**src/rtl/usb_sniff_pkg.sv**
```systemverilog
// Shared command codes, register map and FSM encoding
// for the SPI command controller.
package usb_sniff_pkg;

    localparam logic [4:0] CMD_STATUS = 5'h00;
    localparam logic [4:0] CMD_STREAM = 5'h10;
    localparam logic [1:0] CMD_REG_HI = 2'b01;

    localparam logic [2:0] ADDR_CTRL   = 3'd0;
    localparam logic [2:0] ADDR_FILTER = 3'd1;
    localparam logic [2:0] ADDR_STATUS = 3'd2;
    localparam logic [2:0] ADDR_ID     = 3'd3;

    localparam logic [7:0] RST_CTRL   = 8'h00;
    localparam logic [7:0] RST_FILTER = 8'hFF;

    localparam int STAT_EMPTY  = 0;
    localparam int STAT_UNDER  = 1;
    localparam int STAT_ILL    = 2;
    localparam int STAT_SPIERR = 3;

    localparam logic [5:0] IDX_MAX = 6'd63;

    typedef enum logic [2:0] {
        ST_IDLE,
        ST_HDR,
        ST_REG_WR,
        ST_REG_RD,
        ST_STREAM,
        ST_DRAIN
    } state_t;

endpackage

```
**src/rtl/cfg_regfile.sv**
```systemverilog
// Config registers, sticky status bits and
// read-to-clear handling.
module cfg_regfile
    import usb_sniff_pkg::*;
#(
    parameter logic [7:0] ID_VALUE = 8'hA5
) (
    input  logic       clk,
    input  logic       rst,
    input  logic       wr_en,
    input  logic [2:0] wr_addr,
    input  logic [7:0] wr_data,
    input  logic [2:0] rd_addr,
    input  logic       rd_clr,
    input  logic       set_under,
    input  logic       set_ill,
    input  logic       set_spierr,
    input  logic       fifo_empty,
    output logic [7:0] rd_data,
    output logic [7:0] cfg_ctrl,
    output logic [7:0] cfg_filter
);

    logic under;
    logic ill;
    logic spierr;

    // A set on the same edge as a status read wins.
    always_ff @(posedge clk) begin
        if (rst) begin
            cfg_ctrl   <= RST_CTRL;
            cfg_filter <= RST_FILTER;
            under      <= 1'b0;
            ill        <= 1'b0;
            spierr     <= 1'b0;
        end else begin
            if (wr_en && wr_addr == ADDR_CTRL)
                cfg_ctrl <= wr_data;
            if (wr_en && wr_addr == ADDR_FILTER)
                cfg_filter <= wr_data;
            under  <= set_under | (under & ~rd_clr);
            ill    <= set_ill | (ill & ~rd_clr);
            spierr <= set_spierr | (spierr & ~rd_clr);
        end
    end

    always_comb begin
        rd_data = 8'h00;
        unique case (rd_addr)
            ADDR_CTRL:   rd_data = cfg_ctrl;
            ADDR_FILTER: rd_data = cfg_filter;
            ADDR_STATUS: begin
                rd_data[STAT_EMPTY]  = fifo_empty;
                rd_data[STAT_UNDER]  = under;
                rd_data[STAT_ILL]    = ill;
                rd_data[STAT_SPIERR] = spierr;
            end
            ADDR_ID:     rd_data = ID_VALUE;
            default:     rd_data = 8'h00;
        endcase
    end

endmodule

```
**src/rtl/spi_cmd_ctrl.sv**
```systemverilog
// SPI command front end: frame/byte tracking, header
// decode and the registered TX byte mux.
module spi_cmd_ctrl
    import usb_sniff_pkg::*;
#(
    parameter logic [7:0] ID_VALUE = 8'hA5
) (
    input  logic       clk,
    input  logic       rst,
    input  logic [7:0] spi_data_rx,
    input  logic       spi_eob,
    input  logic       spi_busy,
    input  logic [4:0] spi_cmd,
    input  logic       spi_read,
    input  logic       spi_err_in,
    output logic [7:0] spi_data_tx,
    output logic       spi_err,
    input  logic [7:0] fifo_data,
    input  logic       fifo_empty,
    output logic       fifo_rd,
    output logic [7:0] cfg_ctrl,
    output logic [7:0] cfg_filter
);

    state_t     state;
    state_t     hdr_next;
    logic       busy_q;
    logic       eob_q;
    logic       armed;
    logic [5:0] idx;
    logic [2:0] wr_addr;
    logic [2:0] hdr_addr;
    logic       act;
    logic       start;
    logic       hdr_eob;
    logic       stream_eob;
    logic       pop;
    logic       wr_en;
    logic       rd_clr;
    logic       set_ill;
    logic       set_under;
    logic [7:0] rd_data;
    logic [7:0] hdr_tx;
    logic [7:0] stream_tx;

    // armed blocks a frame that was already running
    // when reset released.
    assign act     = spi_eob & ~eob_q & spi_busy;
    assign start   = spi_busy & ~busy_q & armed;
    assign hdr_eob = act & (state == ST_HDR);

    always_comb begin
        hdr_next = ST_DRAIN;
        hdr_addr = spi_cmd[2:0];
        unique case (1'b1)
            (spi_cmd[4:3] == CMD_REG_HI):
                hdr_next = spi_read ? ST_REG_RD : ST_REG_WR;
            (spi_cmd == CMD_STREAM && spi_read):
                hdr_next = ST_STREAM;
            (spi_cmd == CMD_STATUS): begin
                hdr_next = ST_REG_RD;
                hdr_addr = ADDR_STATUS;
            end
            default:
                hdr_next = ST_DRAIN;
        endcase
    end

    assign stream_eob = act & ((state == ST_STREAM) |
                        (hdr_eob & (hdr_next == ST_STREAM)));
    assign pop        = stream_eob & ~fifo_empty;
    assign set_under  = stream_eob & fifo_empty;
    assign set_ill    = hdr_eob & (hdr_next == ST_DRAIN);
    assign rd_clr     = hdr_eob & (hdr_next == ST_REG_RD) &
                        (hdr_addr == ADDR_STATUS);
    assign wr_en      = act & (state == ST_REG_WR) &
                        (idx == 6'd1);
    assign stream_tx  = fifo_empty ? 8'h00 : fifo_data;

    always_comb begin
        hdr_tx = 8'h00;
        unique case (hdr_next)
            ST_REG_RD: hdr_tx = rd_data;
            ST_STREAM: hdr_tx = stream_tx;
            default:   hdr_tx = 8'h00;
        endcase
    end

    always_ff @(posedge clk) begin
        if (rst) begin
            state       <= ST_IDLE;
            idx         <= 6'd0;
            wr_addr     <= 3'd0;
            spi_data_tx <= ID_VALUE;
            spi_err     <= 1'b0;
            fifo_rd     <= 1'b0;
            busy_q      <= 1'b0;
            eob_q       <= 1'b0;
            armed       <= 1'b0;
        end else begin
            busy_q  <= spi_busy;
            eob_q   <= spi_eob;
            spi_err <= set_ill;
            fifo_rd <= pop;
            if (!spi_busy) begin
                armed       <= 1'b1;
                state       <= ST_IDLE;
                idx         <= 6'd0;
                spi_data_tx <= ID_VALUE;
            end else begin
                if (act && state != ST_IDLE && idx != IDX_MAX)
                    idx <= idx + 6'd1;
                unique case (state)
                    ST_IDLE: if (start) begin
                        state <= ST_HDR;
                        idx   <= 6'd0;
                    end
                    ST_HDR: if (act) begin
                        state       <= hdr_next;
                        wr_addr     <= hdr_addr;
                        spi_data_tx <= hdr_tx;
                    end
                    ST_STREAM: if (act)
                        spi_data_tx <= stream_tx;
                    default: if (act)
                        spi_data_tx <= 8'h00;
                endcase
            end
        end
    end

    cfg_regfile #(
        .ID_VALUE(ID_VALUE)
    ) u_regs (
        .clk       (clk),
        .rst       (rst),
        .wr_en     (wr_en),
        .wr_addr   (wr_addr),
        .wr_data   (spi_data_rx),
        .rd_addr   (hdr_addr),
        .rd_clr    (rd_clr),
        .set_under (set_under),
        .set_ill   (set_ill),
        .set_spierr(spi_err_in),
        .fifo_empty(fifo_empty),
        .rd_data   (rd_data),
        .cfg_ctrl  (cfg_ctrl),
        .cfg_filter(cfg_filter)
    );

endmodule

```
**config.mk**
```make
export PLATFORM = sky130hd
export DESIGN_NAME = spi_cmd_ctrl
export DESIGN_NICKNAME = d
export VERILOG_FILES = /design/src/rtl/usb_sniff_pkg.sv /design/src/rtl/cfg_regfile.sv /design/src/rtl/spi_cmd_ctrl.sv
export SDC_FILE = /design/constraint.sdc
export NUM_CORES = 1
export LEC_CHECK = 0
export ABC_CLOCK_PERIOD_IN_PS = 3740
export BUFFER_PORTS_ARGS = -buffer_cell sky130_fd_sc_hd__buf_2
export CAP_MARGIN = 20
export CORE_MARGIN = 2
export CORE_UTILIZATION = 55
export CTS_BUF_LIST = sky130_fd_sc_hd__clkbuf_8
export DETAILED_ROUTE_END_ITERATION = 12
export PLACE_DENSITY = 0.91
export SETUP_SLACK_MARGIN = 0.02
export SLEW_MARGIN = 20
export SYNTH_ARGS = -nofsm -noshare
export SYNTH_HDL_FRONTEND = slang
export SYNTH_SLANG_ARGS = --single-unit
```
**constraint.sdc**
```tcl
create_clock -name clk -period 3.74 [get_ports clk]
set_input_delay 0.187 -clock clk [delete_from_list [all_inputs] [get_ports clk]]
set_output_delay 0.187 -clock clk [all_outputs]
set_load 0.03 [all_outputs]
```
==> results of run 1 <==
-- cell type report --
class                   count  area, µm²
multi-input cells         161       1060
clock inverters             2       38.8
well taps                  46       57.6
fillers                   273       1000
clock buffers               6       82.6
inverters                   8       30.0
repair buffers             53        265
flip-flops and latches     44        881
-- stage by stage --
stage	total power, mW	hold WS [ns]	cells	setup WS, ns	area [µm²]
final	0.917	0.106	320	1.76	2420
after global routing	0.952	0.104	320	1.63	2420
after CTS	0.920	0.103	320	1.78	2420
after detailed placement	0.544	0.423	312	1.78	2290
after global placement	0.543	0.413	312	1.88	2290
after floorplan	0.516	0.256	218	2.11	1990
-- worst min path at each step --
stage,from,to,slack [ns],depth (start not counted)
floorplan,rst,wr_addr[2]$_SDFFE_PP0P_,0.26,1
global placement,spi_data_rx[1],u_regs.cfg_filter[1]$_SDFFE_PP1P_,0.41,3
detailed placement,fifo_data[1],spi_data_tx[1]$_SDFFE_PP0P_,0.42,2
CTS,fifo_data[1],spi_data_tx[1]$_SDFFE_PP0P_,0.10,2
global route,spi_data_rx[1],u_regs.cfg_filter[1]$_SDFFE_PP1P_,0.10,3
finish,fifo_data[1],spi_data_tx[1]$_SDFFE_PP0P_,0.11,2
-- routing by layer --
metal / routed length, µm / up-vias / part of all wire (%) / GRT usage (%)
met3: 388 / 7 / 8.0 / 9.33
li1: - / 905 / - / -
met4: 65 / 0 / 1.3 / 7.98
met5: 0 / - / 0 / 0
met1: 2140 / 869 / 44 / 32.1
met2: 2280 / 73 / 47 / 42.3
-- flip-flops by register name, indices dropped and copies added (netlist names) --
name,cells
spi_data_tx,8
u_regs.cfg_ctrl,8
u_regs.cfg_filter,8
idx,6
state,3
wr_addr,3
armed,1
busy_q,1
eob_q,1
fifo_rd,1
spi_err,1
u_regs.ill,1
u_regs.spierr,1
u_regs.under,1
-- worst max-delay path: stages, from the launching register on --
cell     delay (ns)
dfxtp_1        0.40
ha_1           0.19
nor4b_1        0.28
nand3_1        0.18
nor3_4         0.49
mux2i_1        0.28
nor2_1         0.05
-- cell usage after synthesis (3+ instances only) --
cell type	n	area (µm²)
nand3_1	3	15.0
nor4b_1	3	26.3
nor2_1	32	120
dfxtp_1	44	881
or2_2	3	18.8
a21oi_1	13	65.1
nor3_1	5	25.0
a22o_1	4	35.0
o21ai_0	5	25.0
clkbuf_1	4	15.0
o21a_1	3	22.5
inv_1	8	30.0
nand2_1	20	75.1
nor2b_1	4	25.0
mux2i_1	16	160
a22oi_1	6	45.0
-- power breakdown --
part / internal, mW / total (mW) / leakage (nW) / switching, mW
clock network: 0.218 / 0.383 / 0.0614 / 0.164
registers: 0.472 / 0.474 / 0.356 / 0.00224
logic: 0.0228 / 0.0600 / 0.579 / 0.0372
-- cell families after synthesis --
group	after synthesis	synth area share [%]
xor+xnor	4	1.76
compound gates	52	18.8
simple gates	87	23.3
buf+inv	13	2.63
flops	44	44.2
fa+ha+maj	2	1.25
mux	16	8.03
==> impl_metrics.env, run 1 <==
export IMPL_gr_total_overflow=0
export IMPL_crit_path_end_kind="flip-flop"
export IMPL_arrival_ns=2.17
export IMPL_clk_pin_slew_ns=0.08
export IMPL_timing_slew_headroom_pct=58.5
export IMPL_die_area_mm2=0.00412
export IMPL_final_nets=303
export IMPL_min_period_ns=1.98
export IMPL_rr_startpoint="idx[0]$_SDFF_PP0_"
export IMPL_p_leak_nw=0.996
export IMPL_cts_tree="yes"
export IMPL_drt_iter0_drc=128
export IMPL_hold_class="primary input to flip-flop"
export IMPL_hold_viol=0
export IMPL_vias=1854
export IMPL_grt_pass1_vias=1803
export IMPL_row_count=21
export IMPL_coreArea_mm2=0.00342
export IMPL_worstMarginPinSlew_ns=0.618
export IMPL_yosys_warnings=0
export IMPL_syn_avg_cell_area_um2=9.15
export IMPL_layout_drive_gt1_share_pct=27.7
export IMPL_pin_count=54
export IMPL_portBuffers=53
export IMPL_initial_utilization_pct=58.4
export IMPL_power_density_mw_per_mm2=379
export IMPL_numCtsBuffers=5
export IMPL_r2r_slack_ns=1.76
export IMPL_clkLatencyLatePin_ns=0.30
export IMPL_fin_crit_sh_pct=52.9
export IMPL_drv_cap=0
export IMPL_ys_types=49
export IMPL_diodes=0
export IMPL_crit_required_ns=3.93
export IMPL_hpwl_um=3610
export IMPL_synth_enable_flop_cells=0
export IMPL_cts_max_level=2
export IMPL_crit_type="flip-flop to flip-flop"
export IMPL_cp_startpoint="idx[0]$_SDFF_PP0_"
export IMPL_final_cell_mix="buf_2 (53), dfxtp_1 (44), nor2_1 (32)"
export IMPL_syn_area_mm2=0.00199
export IMPL_grt_max_degree=17
export IMPL_clock_sinks=44
export IMPL_ys_seq_elements=44
export IMPL_place_gp_congestion=0.890
export IMPL_status="completed"
export IMPL_cp_endpoint="u_regs.cfg_ctrl[3]$_SDFFE_PP0P_"
export IMPL_cts_root_buf="clkbuf_8"
export IMPL_antenna_found_initial=0
export IMPL_grt_setup_unrepaired="false"
export IMPL_syn2layout_area_growth_pct=21.1
export IMPL_post_cts_setup_buffer_count=0
export IMPL_routed_wl_um=4880
export IMPL_avgViaCountPerCell=5.79
export IMPL_final_common_cell="buf_2"
export IMPL_final_util_pct=70.7
export IMPL_r2r_end="u_regs.cfg_ctrl[3]$_SDFFE_PP0P_"
export IMPL_firstDrtPassIters=5
export IMPL_cp_max_fo=8
export IMPL_drv_slew=0
export IMPL_tns_ns=0
export IMPL_drc_errors=0
export IMPL_ys_seq_area_share_pct=44.2
export IMPL_grt_pass1_wl_um=8220
export IMPL_cts_hold_buf=0
export IMPL_syn_inst=218
export IMPL_finalClockSkew_ns=0.00505
export IMPL_syn_nets=248
export IMPL_routedWlPerCell_um=15.2
export IMPL_fmax_ghz=0.506
export IMPL_worstRegToRegCells=6
export IMPL_ant_nets=0
export IMPL_start_kind="flip-flop"
export IMPL_fp_dieH_um=64.2
export IMPL_fp_dieW_um=64.2
export IMPL_gr_usage_all_layers_pct=26.0
export IMPL_synthFlopType="dfxtp_1"
export IMPL_clk_path_buf_depth=2
export IMPL_synthArstFlopShare_pct=0
export IMPL_cts_repair_resized=0
export IMPL_irDropWorstVdd_mv=0.303
export IMPL_finalSetupViolCount=0
Power figures use the tool's default switching activity.
==> run 2, diff against run 1 <==
Settings changed: ABC_CLOCK_PERIOD_IN_PS 3740 to 1800, CORE_UTILIZATION 55 to 49, PLACE_DENSITY 0.91 to 0.86.
Clock period 3.74 ns to 1.8 ns, I/O delays scaled along.
==> impl_metrics.env, run 2 (same netlist as run 1, synthesis figures left out) <==
export IMPL_cts_root_buf="clkbuf_8"
export IMPL_initial_utilization_pct=50.2
export IMPL_worstMarginPinSlew_ns=0.515
export IMPL_final_nets=314
export IMPL_final_common_cell="buf_2"
export IMPL_die_area_mm2=0.00460
export IMPL_fin_crit_sh_pct=95.5
export IMPL_drv_cap=0
export IMPL_clk_pin_slew_ns=0.08
export IMPL_grt_pass1_wl_um=8000
export IMPL_numCtsBuffers=5
export IMPL_cp_max_fo=6
export IMPL_status="completed"
export IMPL_crit_type="flip-flop to flip-flop"
export IMPL_routedWlPerCell_um=15.3
export IMPL_n_fill_cell=325
export IMPL_fmax_ghz=0.582
export IMPL_avgViaCountPerCell=5.58
export IMPL_hold_path_depth=3
export IMPL_path_delay_family="simple AND/OR/NAND/NOR gates"
export IMPL_gr_total_overflow=0
export IMPL_hold_viol=0
export IMPL_p_leak_nw=1.06
export IMPL_clock_sinks=44
export IMPL_crit_slowest_cell="a211oi_2"
export IMPL_vias=1869
export IMPL_grt_max_degree=15
export IMPL_coreArea_mm2=0.00397
export IMPL_finalClockSkew_ns=0.00652
export IMPL_reg_top3="spi_data_tx x8, u_regs.cfg_ctrl x8, u_regs.cfg_filter x8"
export IMPL_start_kind="flip-flop"
export IMPL_hold_class="primary input to flip-flop"
export IMPL_worstRegToRegCells=6
export IMPL_timing_slew_headroom_pct=65.3
export IMPL_place_area_mm2=0.00239
export IMPL_firstDrtPassIters=5
export IMPL_min_period_ns=1.72
export IMPL_gr_usage_all_layers_pct=24.1
export IMPL_drc_errors=0
export IMPL_grt_pass1_vias=1740
export IMPL_fin_area_mm2=0.00252
export IMPL_fp_dieW_um=67.8
export IMPL_crit_required_ns=2.00
export IMPL_final_cell_mix="buf_2 (53), dfxtp_1 (43), nor2_1 (32)"
export IMPL_cp_depth=6
export IMPL_routed_wl_um=5110
export IMPL_finalSetupViolCount=0
export IMPL_setup_ws_ns=0.0812
export IMPL_portBuffers=53
export IMPL_clkLatencyLatePin_ns=0.31
export IMPL_clk_path_buf_depth=2
export IMPL_cts_max_level=2
export IMPL_irDropWorstVdd_mv=0.467
export IMPL_syn2layout_area_growth_pct=26.5
export IMPL_grt_setup_unrepaired="false"
export IMPL_drt_iter0_drc=135
export IMPL_hpwl_um=3850
export IMPL_post_cts_setup_buffer_count=0
export IMPL_place_gp_congestion=0.875
export IMPL_pin_count=54
export IMPL_arrival_ns=1.91
export IMPL_tns_ns=0
export IMPL_place_ws_ns=0.0955
export IMPL_antenna_found_initial=0
export IMPL_power_density_mw_per_mm2=742
export IMPL_crit_path_end_kind="flip-flop"
export IMPL_ant_nets=0
export IMPL_critPathBufInv=0
export IMPL_row_count=23
export IMPL_cts_tree="yes"
export IMPL_diodes=0
export IMPL_layout_drive_gt1_share_pct=31.2
export IMPL_drv_slew=0
export IMPL_slowest_delay_ns=0.44
export IMPL_fp_dieH_um=67.8
export IMPL_crit_chain="ha_1 -> and4_1 -> a211oi_2 -> nand4_1 -> xnor2_1 -> nor2_1"
==> run 2: area by class of cell <==
cell class / count / area [µm²] / share of cell area, %
clock buffer: 5 / 68.8 / 2.73
clock inverter: 3 / 38.8 / 1.54
inverter: 8 / 30.0 / 1.19
multi-input combinational: 161 / 1080 / 42.7
sequential: 44 / 882 / 35.0
tap: 50 / 62.6 / 2.48
timing repair buffer: 64 / 363 / 14.4
==> run 2: worst paths after layout <==
| kind | from | slack [ns] | end |
|---|---|---|---|
| setup reg to reg | idx[0]$_SDFF_PP0_ | 0.08 | idx[5]$_SDFF_PP0_ |
| setup / recovery | idx[0]$_SDFF_PP0_ | 0.08 | idx[5]$_SDFF_PP0_ |
| hold / removal | spi_data_rx[4] | 0.009 | u_regs.cfg_filter[4]$_SDFFE_PP1P_ |
| hold reg to reg | armed$_SDFFE_PP0N_ | 0.46 | armed$_SDFFE_PP0N_ |
==> run 2: layer usage <==
layer	part of all wire, %	up-vias	wire, µm	track usage [%]
li1	-	925	-	-
met1	44	851	2240	29.9
met2	46	87	2360	38.4
met3	8.8	6	449	8.17
met4	1.3	0	67	9.75
met5	0	-	0	0
==> run 2: timing repair <==
item,in CTS,in global routing
gates resized for setup,0,4
setup endpoints to repair,0,15
endpoints found under the hold margin,1,0
hold buffers,1,0
==> run 2: stage by stage <==
step	total power, mW	util [%]	std cells	hold WS [ns]
3_3_place_gp	1.14	60.1	326	0.315
6_report	1.87	63.5	335	0.00896
2_1_floorplan	1.07	-	218	0.159
4_1_cts	1.88	63.1	335	0.00127
5_1_grt	1.93	63.5	335	0.0106
3_5_place_dp	1.14	60.1	326	0.322
==> run 2: where the power goes <==
group / switching (mW) / total (mW) / internal (mW)
clock network: 0.343 / 0.749 / 0.406
logic: 0.0806 / 0.137 / 0.0562
registers: 0.00502 / 0.986 / 0.981
total: 0.428 / 1.87 / 1.44
==> run 2: tightest hold or removal path, stage by stage <==
cell,delay (ns)
buf_2,0.09
mux2i_1,0.06
nand2_1,0.05
